File: src/rtl/gobou_ctrl_seq_pkg.sv
// Shared definitions for the gobou control sequencer.
//   - default widths for neuron/input counts and memory addresses
//   - default latency from out_end to a writable neuron result
//   - FSM state encoding shared by the top level and any checker
package gobou_ctrl_seq_pkg;

  // Width of neuron / input count fields.
  localparam int GOBOU_LWIDTH   = 10;
  // Width of every memory address port.
  localparam int GOBOU_MEMSIZE  = 12;
  // Cycles from out_end to the neuron result being writable (MAC + bias + activation).
  localparam int GOBOU_PIPE_LAT = 4;

  // Sequencer states.
  typedef enum logic [1:0] {
    ST_IDLE  = 2'd0,
    ST_ACC   = 2'd1,
    ST_DRAIN = 2'd2,
    ST_DONE  = 2'd3
  } state_e;

endpackage

File: src/rtl/gobou_ctrl_wb_delay.sv
// Write-back delay line for the gobou sequencer.
// Delays each out_end pulse by PIPE_LAT cycles and turns it into a one-cycle
// result write strobe, with the write address stepping from the latched base.
// Ports:
//   clk_i    clock, rising edge
//   rst_i    synchronous active-high reset; discards pending writes
//   start_i  accepted start request; restarts the write counter
//   pulse_i  registered out_end from the accumulate stream
//   base_i   result base address (latched configuration)
//   we_o     registered write strobe
//   addr_o   registered write address (0 when not writing)
//   empty_o  no write is pending in the line (nor entering it this cycle)
// PIPE_LAT must be at least 2: the line holds PIPE_LAT-1 stages and the
// registered strobe supplies the last one.
module gobou_ctrl_wb_delay
  import gobou_ctrl_seq_pkg::*;
#(
  parameter int MEMSIZE  = GOBOU_MEMSIZE,
  parameter int PIPE_LAT = GOBOU_PIPE_LAT
) (
  input  logic               clk_i,
  input  logic               rst_i,
  input  logic               start_i,
  input  logic               pulse_i,
  input  logic [MEMSIZE-1:0] base_i,
  output logic               we_o,
  output logic [MEMSIZE-1:0] addr_o,
  output logic               empty_o
);

  logic [PIPE_LAT-2:0] line_q, line_d;
  logic [MEMSIZE-1:0]  wr_cnt_q, wr_cnt_d;
  logic [MEMSIZE-1:0]  addr_q, addr_d;
  logic                we_q, we_d;

  // Registers for the delay line, write counter and write-port outputs.
  always_ff @(posedge clk_i) begin
    if (rst_i) begin
      line_q   <= {(PIPE_LAT-1){1'b0}};
      wr_cnt_q <= {MEMSIZE{1'b0}};
      addr_q   <= {MEMSIZE{1'b0}};
      we_q     <= 1'b0;
    end else begin
      line_q   <= line_d;
      wr_cnt_q <= wr_cnt_d;
      addr_q   <= addr_d;
      we_q     <= we_d;
    end
  end

  // Shift the pulse along; the oldest stage becomes next cycle's strobe.
  always_comb begin
    line_d    = line_q;
    line_d[0] = pulse_i;
    for (int i = 1; i < PIPE_LAT - 1; i++) begin
      line_d[i] = line_q[i-1];
    end
    we_d = line_q[PIPE_LAT-2];
    if (start_i) begin
      wr_cnt_d = {MEMSIZE{1'b0}};
    end else if (we_d) begin
      wr_cnt_d = wr_cnt_q + MEMSIZE'(1);
    end else begin
      wr_cnt_d = wr_cnt_q;
    end
    if (we_d) begin
      addr_d = base_i + wr_cnt_q;
    end else begin
      addr_d = {MEMSIZE{1'b0}};
    end
  end

  // The strobe register itself is not counted: the last write may still be
  // on the port in the cycle the sequencer decides to leave DRAIN.
  assign empty_o = ~pulse_i & ~(|line_q);
  assign we_o    = we_q;
  assign addr_o  = addr_q;

endmodule

File: src/rtl/gobou_ctrl_seq.sv
// Top-level sequencer for the gobou fully-connected datapath.
// Walks every (output neuron, input) pair, driving input/weight read
// addresses and begin/valid/end framing, then issues delayed write-back
// strobes for finished neurons and reports completion.
// Ports:
//   clk, xrst (synchronous, active-high), req (start pulse, IDLE/DONE only)
//   total_in, total_out, in_offset, w_offset, out_offset: latched on start
//   busy, ack: run status
//   in_addr, w_addr, out_begin, out_valid, out_end: accumulate stream
//   out_we, out_addr: result write-back
// Every output is a register loaded from the next-state values, so a req
// in cycle t shows the first stream element in cycle t+1.
module gobou_ctrl_seq
  import gobou_ctrl_seq_pkg::*;
#(
  parameter int LWIDTH   = GOBOU_LWIDTH,
  parameter int MEMSIZE  = GOBOU_MEMSIZE,
  parameter int PIPE_LAT = GOBOU_PIPE_LAT
) (
  input  logic               clk,
  input  logic               xrst,
  input  logic               req,
  input  logic [LWIDTH-1:0]  total_in,
  input  logic [LWIDTH-1:0]  total_out,
  input  logic [MEMSIZE-1:0] in_offset,
  input  logic [MEMSIZE-1:0] w_offset,
  input  logic [MEMSIZE-1:0] out_offset,
  output logic               busy,
  output logic               ack,
  output logic [MEMSIZE-1:0] in_addr,
  output logic [MEMSIZE-1:0] w_addr,
  output logic               out_begin,
  output logic               out_valid,
  output logic               out_end,
  output logic               out_we,
  output logic [MEMSIZE-1:0] out_addr
);

  state_e state_q, state_d;

  // Latched configuration.
  logic [LWIDTH-1:0]  tin_q, tin_d;
  logic [LWIDTH-1:0]  tout_q, tout_d;
  logic [MEMSIZE-1:0] in_off_q, in_off_d;
  logic [MEMSIZE-1:0] w_off_q, w_off_d;
  logic [MEMSIZE-1:0] out_off_q, out_off_d;

  // Position of the element currently on the stream outputs.
  logic [LWIDTH-1:0]  in_cnt_q, in_cnt_d;
  logic [LWIDTH-1:0]  out_cnt_q, out_cnt_d;
  logic [MEMSIZE-1:0] w_ptr_q, w_ptr_d;

  // Registered stream / status outputs.
  logic               busy_q, busy_d;
  logic               ack_q, ack_d;
  logic [MEMSIZE-1:0] in_addr_q, in_addr_d;
  logic [MEMSIZE-1:0] w_addr_q, w_addr_d;
  logic               begin_q, begin_d;
  logic               valid_q, valid_d;
  logic               end_q, end_d;

  logic accept_s;
  logic wb_empty_s;

  // State, configuration, counter and output registers.
  always_ff @(posedge clk) begin
    if (xrst) begin
      state_q   <= ST_IDLE;
      tin_q     <= {LWIDTH{1'b0}};
      tout_q    <= {LWIDTH{1'b0}};
      in_off_q  <= {MEMSIZE{1'b0}};
      w_off_q   <= {MEMSIZE{1'b0}};
      out_off_q <= {MEMSIZE{1'b0}};
      in_cnt_q  <= {LWIDTH{1'b0}};
      out_cnt_q <= {LWIDTH{1'b0}};
      w_ptr_q   <= {MEMSIZE{1'b0}};
      busy_q    <= 1'b0;
      ack_q     <= 1'b0;
      in_addr_q <= {MEMSIZE{1'b0}};
      w_addr_q  <= {MEMSIZE{1'b0}};
      begin_q   <= 1'b0;
      valid_q   <= 1'b0;
      end_q     <= 1'b0;
    end else begin
      state_q   <= state_d;
      tin_q     <= tin_d;
      tout_q    <= tout_d;
      in_off_q  <= in_off_d;
      w_off_q   <= w_off_d;
      out_off_q <= out_off_d;
      in_cnt_q  <= in_cnt_d;
      out_cnt_q <= out_cnt_d;
      w_ptr_q   <= w_ptr_d;
      busy_q    <= busy_d;
      ack_q     <= ack_d;
      in_addr_q <= in_addr_d;
      w_addr_q  <= w_addr_d;
      begin_q   <= begin_d;
      valid_q   <= valid_d;
      end_q     <= end_d;
    end
  end

  // Next state, configuration latch and stream counters.
  always_comb begin
    state_d   = state_q;
    tin_d     = tin_q;
    tout_d    = tout_q;
    in_off_d  = in_off_q;
    w_off_d   = w_off_q;
    out_off_d = out_off_q;
    in_cnt_d  = in_cnt_q;
    out_cnt_d = out_cnt_q;
    w_ptr_d   = w_ptr_q;
    accept_s  = 1'b0;
    case (state_q)
      ST_IDLE, ST_DONE: begin
        if (req) begin
          accept_s  = 1'b1;
          tin_d     = total_in;
          tout_d    = total_out;
          in_off_d  = in_offset;
          w_off_d   = w_offset;
          out_off_d = out_offset;
          in_cnt_d  = {LWIDTH{1'b0}};
          out_cnt_d = {LWIDTH{1'b0}};
          w_ptr_d   = {MEMSIZE{1'b0}};
          // An empty layer completes at once without touching the datapath.
          if ((total_in == {LWIDTH{1'b0}}) || (total_out == {LWIDTH{1'b0}})) begin
            state_d = ST_DONE;
          end else begin
            state_d = ST_ACC;
          end
        end else begin
          state_d = state_q;
        end
      end
      ST_ACC: begin
        // Weights are stored neuron-major, so a running pointer replaces
        // out_cnt * total_in + in_cnt.
        w_ptr_d = w_ptr_q + MEMSIZE'(1);
        if (in_cnt_q == (tin_q - LWIDTH'(1))) begin
          in_cnt_d  = {LWIDTH{1'b0}};
          out_cnt_d = out_cnt_q + LWIDTH'(1);
          if (out_cnt_q == (tout_q - LWIDTH'(1))) begin
            state_d = ST_DRAIN;
          end else begin
            state_d = ST_ACC;
          end
        end else begin
          in_cnt_d = in_cnt_q + LWIDTH'(1);
          state_d  = ST_ACC;
        end
      end
      ST_DRAIN: begin
        if (wb_empty_s) begin
          state_d = ST_DONE;
        end else begin
          state_d = ST_DRAIN;
        end
      end
      default: begin
        state_d = ST_IDLE;
      end
    endcase
  end

  // Output values for the next cycle, derived from the next state/counters.
  always_comb begin
    busy_d    = (state_d == ST_ACC) || (state_d == ST_DRAIN);
    ack_d     = (state_d == ST_DONE);
    valid_d   = (state_d == ST_ACC);
    in_addr_d = {MEMSIZE{1'b0}};
    w_addr_d  = {MEMSIZE{1'b0}};
    begin_d   = 1'b0;
    end_d     = 1'b0;
    if (state_d == ST_ACC) begin
      in_addr_d = in_off_d + MEMSIZE'(in_cnt_d);
      w_addr_d  = w_off_d + w_ptr_d;
      begin_d   = (in_cnt_d == {LWIDTH{1'b0}});
      end_d     = (in_cnt_d == (tin_d - LWIDTH'(1)));
    end else begin
      in_addr_d = {MEMSIZE{1'b0}};
      w_addr_d  = {MEMSIZE{1'b0}};
      begin_d   = 1'b0;
      end_d     = 1'b0;
    end
  end

  gobou_ctrl_wb_delay #(
    .MEMSIZE  (MEMSIZE),
    .PIPE_LAT (PIPE_LAT)
  ) u_wb_delay (
    .clk_i   (clk),
    .rst_i   (xrst),
    .start_i (accept_s),
    .pulse_i (end_q),
    .base_i  (out_off_q),
    .we_o    (out_we),
    .addr_o  (out_addr),
    .empty_o (wb_empty_s)
  );

  assign busy      = busy_q;
  assign ack       = ack_q;
  assign in_addr   = in_addr_q;
  assign w_addr    = w_addr_q;
  assign out_begin = begin_q;
  assign out_valid = valid_q;
  assign out_end   = end_q;

endmodule

File: config.mk
export PLATFORM = sky130hd
export DESIGN_NAME = gobou_ctrl_seq
export DESIGN_NICKNAME = d
export VERILOG_FILES = /design/src/rtl/gobou_ctrl_seq_pkg.sv /design/src/rtl/gobou_ctrl_wb_delay.sv /design/src/rtl/gobou_ctrl_seq.sv
export SDC_FILE = /design/constraint.sdc
export NUM_CORES = 1
export LEC_CHECK = 0
export ABC_AREA = 1
export ABC_CLOCK_PERIOD_IN_PS = 4400
export BUFFER_PORTS_ARGS = -buffer_cell sky130_fd_sc_hd__clkbuf_2
export CAP_MARGIN = 20
export CORE_MARGIN = 5
export CORE_UTILIZATION = 52
export CTS_CLUSTER_DIAMETER = 30
export DETAILED_ROUTE_END_ITERATION = 6
export PLACE_DENSITY_LB_ADDON = 0.3
export SYNTH_ARGS = -nofsm -noshare
export SYNTH_HDL_FRONTEND = slang
export SYNTH_HIERARCHICAL = 1
export SYNTH_SLANG_ARGS = --single-unit
File: constraint.sdc
create_clock -name clk -period 4.4 [get_ports clk]
set_input_delay 0.44 -clock clk [delete_from_list [all_inputs] [get_ports clk]]
set_output_delay 0.44 -clock clk [all_outputs]
set_load 0.005 [all_outputs]
* After elaboration in Yosys (flattened, before gate mapping)
Index checks and enable logic that the tools add are counted.
** Cells by class
- Mux-type cells :: 22
- Reduce and logical (&&, ||, !) cells :: 14
- Bitwise operators :: 5
- Equal/unequal tests :: 11
- $add $sub $neg :: 10
** Operator list (number)
- $mux 10 :: 6
- $mux 12 :: 5
- $pmux 10 s2 :: 2
- $eq 10x10->1 :: 3
- $logic_not 10->1 :: 3
- $sub 10x1->10 const B :: 3
- $add 12x1->12 const B :: 2
- $add 12x12->12 :: 2
- $pmux 12 s2 :: 1
- $add 10x1->10 const B :: 2
- $add 12x10->12 :: 1
- $eq 2x2->1 const B :: 4
- $mux 2 :: 4
- $reduce_or 2->1 :: 4
- $pmux 2 s3 :: 1
- $eq 2x1->1 const B :: 2
- $ne 2x2->1 const B :: 2
- $not 1->1 :: 4
- $mux 1 :: 3
- $reduce_and 3->1 :: 1
- $reduce_or 3->1 :: 1
- $logic_not 2->1 :: 1
- $logic_or 1x1->1 :: 2
- $reduce_and 2->1 :: 1
- 2 further kinds :: 2
** Storage, ports and cells
- Output and inout bits :: 42
- Bits in registers :: 147
- Word-level logic and storage cells :: 82
- Bits of input ports :: 59

* Logic depth before layout (Yosys ltp)
Gate-level depths: netlist (run 1).
- Depth after elaboration :: 8
- Gate-level depth with buffers :: 27
- Depth with buffers taken out :: 27

* Modules after synthesis
The synthesis (run 1) kept the hierarchy.
** Modules (own cells, without submodules)
- gobou_ctrl_seq :: cells each 970, area an instance 6688.9 um^2, seq. area each 2382.3 um^2, times used 1
- gobou_ctrl_wb_delay :: cells each 245, area an instance 1620.3 um^2, seq. area each 560.5 um^2, times used 1

* Least setup slack after synthesis (run 1)
OpenSTA, ideal clock, no wires.
- Path kind :: register to register
- Start point :: register state_q[0]
- End point :: register w_addr_q[10] (netlist: w_addr[10])
- Clock period less this slack :: 3.733 ns
- Setup time :: 0.119 ns
- Data required time :: 4.281 ns
- Data arrival time :: 3.614 ns
- Path slack :: 0.667 ns
- Path buffers :: 4
- Cell stages (with the launch flop) :: 25
- Path through :: dfxtp_1 -> inv_1 -> ha_1 -> nand2_2 -> buf_2 -> clkbuf_1 -> clkbuf_1 -> clkbuf_1 -> o21ai_0 -> inv_1 -> ha_1 -> fa_1 -> nand2_1 -> nand2_1 -> a21oi_1 -> nor2_1 -> o21ai_0 -> nand2_1 -> nand2_1 -> nand2_1 -> a21oi_1 -> o21ai_0 -> a21o_1 -> o21ai_0 -> a21oi_1
** On the way
- Elaborated cells on any way between the ends :: 13
- Those cells by class :: 1 x add/sub; 4 x eq/ne; 4 x mux; 1 x bitwise; 3 x reduce/logical
** RTL lines
- from (decl) :: line gobou_ctrl_seq.sv:39 : state_e state_q, state_d;
- from (signal assigned) :: line gobou_ctrl_seq.sv:85 : state_q <= state_d;
- $eq 2x2->1 or $logic_not 2->1 (tied branches) :: line gobou_ctrl_seq.sv:116 : case (state_q)
- $reduce_or 2->1 (*) :: line gobou_ctrl_seq.sv:116
- $mux 12 (*) :: line gobou_ctrl_seq.sv:116
- named net w_off_d[0] :: line gobou_ctrl_seq.sv:45 : logic [MEMSIZE-1:0] w_off_q, w_off_d;
- $add 12x12->12 (*) :: line gobou_ctrl_seq.sv:179 : w_addr_d = w_off_d + w_ptr_d;
- to (signal assigned) :: line gobou_ctrl_seq.sv:80 : w_addr_q <= {MEMSIZE{1'b0}};
- to (signal assigned) :: line gobou_ctrl_seq.sv:97 : w_addr_q <= w_addr_d;
- to (decl) :: line gobou_ctrl_seq.sv:57 : logic [MEMSIZE-1:0] w_addr_q, w_addr_d;
The timed path passes the listed nets; every way through them passes the cells marked *.
A chain may end at the register's enable or synchronous reset.

* Worst setup path after layout (run 1)
- Start point :: register state_q[0]
- End point :: register w_addr_q[10] (netlist: w_addr[10])
** On the way
- Elaborated cells on any way between the ends :: 13
- Those cells by class :: 1 x add/sub; 4 x eq/ne; 4 x mux; 1 x bitwise; 3 x reduce/logical
** RTL lines
- $eq 2x2->1 or $logic_not 2->1 (tied branches) :: line gobou_ctrl_seq.sv:116
- $reduce_or 2->1 :: line gobou_ctrl_seq.sv:116
- $pmux 12 s2 (*) :: line gobou_ctrl_seq.sv:116
- named net w_ptr_d[0] :: line gobou_ctrl_seq.sv:51 : logic [MEMSIZE-1:0] w_ptr_q, w_ptr_d;
- $add 12x12->12 (*) :: line gobou_ctrl_seq.sv:179
Marks and branches as above.

==> flow_summary.ini, run 1 <==
[synthesis]
synth_area_sq_um = 8310
syn_inst = 1215
synthArstFlopShare_pct = 0
synth.top_cells.by_area = dfxtp_1 (35%), nand2_1 (11%), nor2_1 (8.1%)
ys_types = 55
synth.yosys.warnings = 6
synthFlopType = dfxtp_1
ys_ff_latch = 147
yosysTopAreaCellShare_pct = 35.4
synth_edf_count = 0
syn-num-nets = 1316
ys_seq_area_share_pct = 35.4
synth.avg_cell_area_sq_um = 6.84
synth_top_cell_by_area = dfxtp_1

[pwr]
p_int_w = 0.00246
power_frac_seq_pct = 42.0
pwr-share-comb_pct = 19.1
vdd_drop_max_mv = 0.315
netSwitchingPower_w = 0.00101
leakage_nw = 4.63
power_frac_clock_pct = 38.9
p_sw_share_pct = 29.2
powerDensity_nw_per_um2 = 365

[sta]
clock.fmax_ghz = 0.265
finalCritPeriodShare_pct = 85.7
clock_skew_ns = 0.00928
maxSlewHeadroom_pct = 48.5
tns_ns = 0
setup_viol = 0
period_needed_ns = 3.77
hold_viol = 0
tightest_slew_ns = 0.770
rsz0062_at_grt = no
slew_violations = 0

[drt]
drt_pass1_iterations = 5
ant_nets = 0
num_vias = 7806
routed_wl_um = 20300
avgRoutedWirePerCell_um = 13.2
drt_iter0_markers = 398
drc = 0
viasPerCell = 5.08

[global_route]
grtUsageTotal_pct = 22.7
grt_max_degree = 67
grt_pass1_wl_um = 34100
grt_pass1_vias = 7498
overflow = 0
antenna_found_initial = 0

[finish]
final_nets = 1410
final_cell_mix = nand2_1 (235), nor2_1 (179), inv_1 (160)
antenna_cells = 0
instances_no_fill = 1537
layout_commonest_cell = nand2_1
fillers = 1504
drive_above_1_share_pct = 15.1
syn_to_final_growth_pct = 14.7
register_area_sq_um = 2940
multiInputGateArea_sq_um = 4590

[placed_design]
io_buffers = 100
gp_congestion = 0.945
dp_hpwl_um = 15100
placed_cells = 1506

[critical_path]
worstReg2RegEnd = w_addr[10]$_SDFF_PP0_
reg2regPathDepth = 23
critPathLaunchType = flop
cp.arrival_ns = 4.08
cp-end-kind = flop
reg2reg_slack_ns = 0.63
cp.required_ns = 4.71
r2r_start = state_q[0]$_SDFF_PP0_
path_max_fanout = 21
worstSetupPathType = reg2reg

[hold_path]
holdPathEnd = out_off_q[10]$_SDFFE_PP0P_
worstHoldStart = out_offset[10]
worstHoldPathCells = 3
hold_path.class = in2reg

[clocking]
cts_buffers = 17
cts_resized = 0
cts_buffer_depth = 2
clkSlewWorstSetupHoldPaths_ns = 0.06
clock_sinks = 147
htree_levels = 4
hold_buffers = 0
cts_tree = yes
cts_setup_buffers = 0
worstSkewPairLatency_ns = 0.43
clock_tree.root_cell = clkbuf_16

[die]
initial_utilization_pct = 52.7
coreArea_sq_um = 15800
ios = 101
die_x_um = 136
rows = 46
die-area_sq_um = 18600
die_h_um = 136

[run]
max-cap-violations = 0

[status]
status = completed
final cells by class:
class | instances | share of cell area (%)
clock buffers | 21 | 4.83
flip-flops and latches | 147 | 30.9
multi-input cells | 867 | 48.2
well taps | 216 | 2.84
repair buffers | 103 | 5.49
inverters | 173 | 6.89
clock inverters | 10 | 0.893
metrics by stage:
| stage | instance area [sq um] | total power (W) | hold slack (ns) | utilization [%] | worst slack (ns) |
|---|---|---|---|---|---|
| after floorplan | 8310 | 0.00196 | 0.403 | - | 0.667 |
| after global placement | 8990 | 0.00214 | 0.409 | 57.0 | 0.793 |
| after detailed placement | 8990 | 0.00215 | 0.416 | 57.0 | 0.701 |
| after CTS | 9530 | 0.00349 | 0.270 | 60.4 | 0.654 |
| after global routing | 9530 | 0.00366 | 0.285 | 60.4 | 0.144 |
| final | 9530 | 0.00348 | 0.280 | 60.4 | 0.628 |
state kept, by name, summed over array words and instances (netlist names), 10 cells and up:
name / count
in_addr: 12
in_cnt_q: 10
in_off_q: 12
out_cnt_q: 10
out_off_q: 12
tin_q: 10
tout_q: 10
u_wb_delay/addr_o: 12
u_wb_delay/wr_cnt_q: 12
w_addr: 12
w_off_q: 12
w_ptr_q: 12
worst max-delay path by stage:
stage / start / end / slack [ns] / cells past startpoint
after detailed placement: state_q[0]$_SDFF_PP0_ / w_addr[10]$_SDFF_PP0_ / 0.70 / 23
final: state_q[0]$_SDFF_PP0_ / w_addr[10]$_SDFF_PP0_ / 0.63 / 23
after global routing: state_q[0]$_SDFF_PP0_ / w_addr[10]$_SDFF_PP0_ / 0.14 / 23
after CTS: state_q[0]$_SDFF_PP0_ / w_addr[10]$_SDFF_PP0_ / 0.65 / 23
after global placement: state_q[0]$_SDFF_PP0_ / w_addr[10]$_SDFF_PP0_ / 0.79 / 23
after floorplan: state_q[0]$_SDFF_PP0_ / w_addr[10]$_SDFF_PP0_ / 0.67 / 24
per-layer routing:
layer | part of all wire [%] | global-route usage [%] | wire length (um)
met4 | 2.6 | 8.90 | 533
met2 | 47 | 38.5 | 9550
met1 | 44 | 27.9 | 9000
met3 | 6.1 | 5.26 | 1240
met5 | 0 | 0 | 0
synthesized netlist by cell type (3+ instances only):
cell	number
a21o_1	3
a21oi_1	69
buf_2	3
clkbuf_1	22
clkinv_1	3
dfxtp_1	147
ha_1	40
inv_1	160
inv_2	8
mux2i_1	3
nand2_1	235
nand2_2	8
nand3_1	61
nand3_2	5
nand3b_1	3
nand4_1	18
nand4_2	3
nor2_1	179
nor2_2	7
nor2_4	3
nor3_1	21
nor3_2	3
nor3b_1	3
nor4_1	8
o21a_1	3
o21ai_0	84
o21ai_1	12
o21bai_1	5
o22ai_1	3
or2_1	3
or2_2	26
xnor2_1	14
xor2_1	24
power groups by stage:
stage	Clock (W)	Sequential (W)	Combinational (W)
after floorplan	0	0.00148	0.000483
after global placement	0	0.00149	0.000650
after detailed placement	0	0.00149	0.000659
after CTS	0.00137	0.00146	0.000666
after global routing	0.00143	0.00147	0.000760
final	0.00135	0.00146	0.000664
worst max-delay path: stages, from the launching register on:
cell and delay, ns:
dfxtp_1 0.33, inv_1 0.07, ha_1 0.35, inv_1 0.09, nor2_1 0.07, nor2_1 0.12
inv_1 0.29, nand2_1 0.13, o21ai_0 0.14, ha_1 0.25, fa_1 0.41, nand2_1 0.08
nand2_1 0.05, a21oi_1 0.20, nor2_1 0.06, o21ai_0 0.14, nand2_1 0.09, nand2_1 0.06
nand2_1 0.04, a21oi_1 0.17, o21ai_0 0.14, a21o_1 0.19, o21ai_0 0.14, a21oi_1 0.06
cell families (layout without fill, tap and decap cells):
kind of cell,after synthesis,after routing,synth area share (%)
AOI/OAI and AO/OA,191,191,12.3
adders and majority gates,42,42,6.51
muxes,3,3,0.361
and+or+nand+nor,593,593,32.1
DFF,147,147,35.4
xor gates and xnor gates,38,38,4.01
buffers and inverters,201,307,9.31
No activity file was read; power rests on OpenSTA's default activity.
==> run 2, diff against run 1 <==
Settings changed: ABC_CLOCK_PERIOD_IN_PS 4400 to 4500.
Clock period 4.4 ns to 4.5 ns, I/O delays scaled along.
==> flow_summary.ini, run 2 (synthesis gave the netlist of run 1 again) <==
[pwr]
total_power_w = 0.00341
pwr-share-comb_pct = 19.1
power_frac_seq_pct = 41.8
p_int_w = 0.00240
vdd_drop_max_mv = 0.294
netSwitchingPower_w = 0.00101
power_frac_clock_pct = 39.1
p_sw_share_pct = 29.6
leakage_nw = 4.63
powerDensity_nw_per_um2 = 357

[drt]
num_vias = 7812
ant_nets = 0
drt_iter0_markers = 436
drc = 0
avgRoutedWirePerCell_um = 13.1
drt_pass1_iterations = 5
routed_wl_um = 20100
viasPerCell = 5.08

[placed_design]
io_buffers = 100
gp_congestion = 0.947
dp_hpwl_um = 15000
pre_cts_ws_ns = 0.758

[clocking]
cts_tree = yes
hold_buffers = 0
cts_buffers = 17
clkSlewWorstSetupHoldPaths_ns = 0.06
clock_sinks = 147
cts_buffer_depth = 2
clock_tree.root_cell = clkbuf_16
cts_resized = 0
cts_setup_buffers = 0
htree_levels = 4
worstSkewPairLatency_ns = 0.43

[hold_path]
hold_path.class = in2reg
worstHoldPathCells = 3

[critical_path]
critPathLaunchType = flop
cp_cell_sequence = inv_1, ha_1, inv_1, nor2_1, nor2_1, inv_1, nand2_1, o21ai_0, ha_1, fa_1, nand2_1, nand2_1, a21oi_1, nor2_1, o21ai_0, nand2_1, nand2_1, nand2_1, a21oi_1, o21ai_0, a21o_1, o21ai_0, a21oi_1
worstSetupPathType = reg2reg
cp.required_ns = 4.82
slowest_stage = fa_1
critPathBufInv = 3
reg2regPathDepth = 23
cpMostUsedCell = nand2_1
cp-end-kind = flop
cp.arrival_ns = 4.08
path_delay_family = compound AO/OA/AOI/OAI gates
worst-path-stages = 23
path_max_fanout = 21
max_stage_delay_ns = 0.40

[sta]
hold_viol = 0
setup_viol = 0
period_needed_ns = 3.76
maxSlewHeadroom_pct = 51.0
clock.fmax_ghz = 0.266
tns_ns = 0
tightest_slew_ns = 0.735
timing.final.ws_setup_ns = 0.739
finalCritPeriodShare_pct = 83.6
rsz0062_at_grt = no
slew_violations = 0
clock_skew_ns = 0.00811

[die]
die-area_sq_um = 18600
initial_utilization_pct = 52.7
ios = 101
die_x_um = 136
rows = 46
coreArea_sq_um = 15800
die_h_um = 136

[global_route]
grtUsageTotal_pct = 22.2
overflow = 0
grt_pass1_wl_um = 33300
grt_pass1_vias = 7275
antenna_found_initial = 0
grt_max_degree = 67

[finish]
fillers = 1496
drive_above_1_share_pct = 15.1
final_nets = 1410
layout_commonest_cell = nand2_1
fin_util_pct = 60.5
syn_to_final_growth_pct = 14.8
antenna_cells = 0
final_cell_mix = nand2_1 (235), nor2_1 (179), inv_1 (160)

[status]
status = completed

[run]
max-cap-violations = 0
## run 2: final cells by class
type	count	area [sq um]	area share (%)
multi-input cells	867	4590	48.1
flip-flops and latches	147	2940	30.8
inverters	173	657	6.89
repair buffers	103	523	5.48
clock buffers	20	447	4.68
well taps	216	270	2.83
clock inverters	11	108	1.13
## run 2: power by group through the flow
stage	clock [W]	combinational (W)	sequential [W]
2_1_floorplan	0	0.000472	0.00145
3_3_place_gp	0	0.000636	0.00145
3_5_place_dp	0	0.000643	0.00145
4_1_cts	0.00136	0.000651	0.00143
5_1_grt	0.00142	0.000741	0.00143
6_report	0.00133	0.000650	0.00143
## run 2: worst reg2reg max path: cells and delay by family (launching register included)
family / cells / cell delay [ns]
flops: 1 / 0.34
compound gates: 8 / 1.15
buf+inv: 3 / 0.47
simple gates: 9 / 0.70
fa+ha+maj: 3 / 0.98
## run 2: through the flow
| step | instance area, sq um | cells | hold slack [ns] |
|---|---|---|---|
| 6_report | 9540 | 1537 | 0.287 |
| 3_3_place_gp | 8990 | 1506 | 0.405 |
| 3_5_place_dp | 8990 | 1506 | 0.413 |
| 5_1_grt | 9540 | 1537 | 0.289 |
| 4_1_cts | 9540 | 1537 | 0.276 |
| 2_1_floorplan | 8310 | 1215 | 0.403 |
## run 2: worst paths after layout
kind	startpoint	endpoint	slack [ns]
worst max register to register	state_q[0]$_SDFF_PP0_	w_addr[10]$_SDFF_PP0_	0.74
worst min-delay path	out_offset[9]	out_off_q[9]$_SDFFE_PP0P_	0.29
worst min register to register	u_wb_delay/line_q[0]$_SDFF_PP0_	u_wb_delay/line_q[1]$_SDFF_PP0_	0.42
worst max-delay path	state_q[0]$_SDFF_PP0_	w_addr[10]$_SDFF_PP0_	0.74
## run 2: layer usage
| layer | global-route usage, % | share of wire [%] |
|---|---|---|
| met1 | 28.3 | 45 |
| met2 | 36.8 | 47 |
| met3 | 5.00 | 5.7 |
| met4 | 7.95 | 2.3 |
| met5 | 0 | 0 |
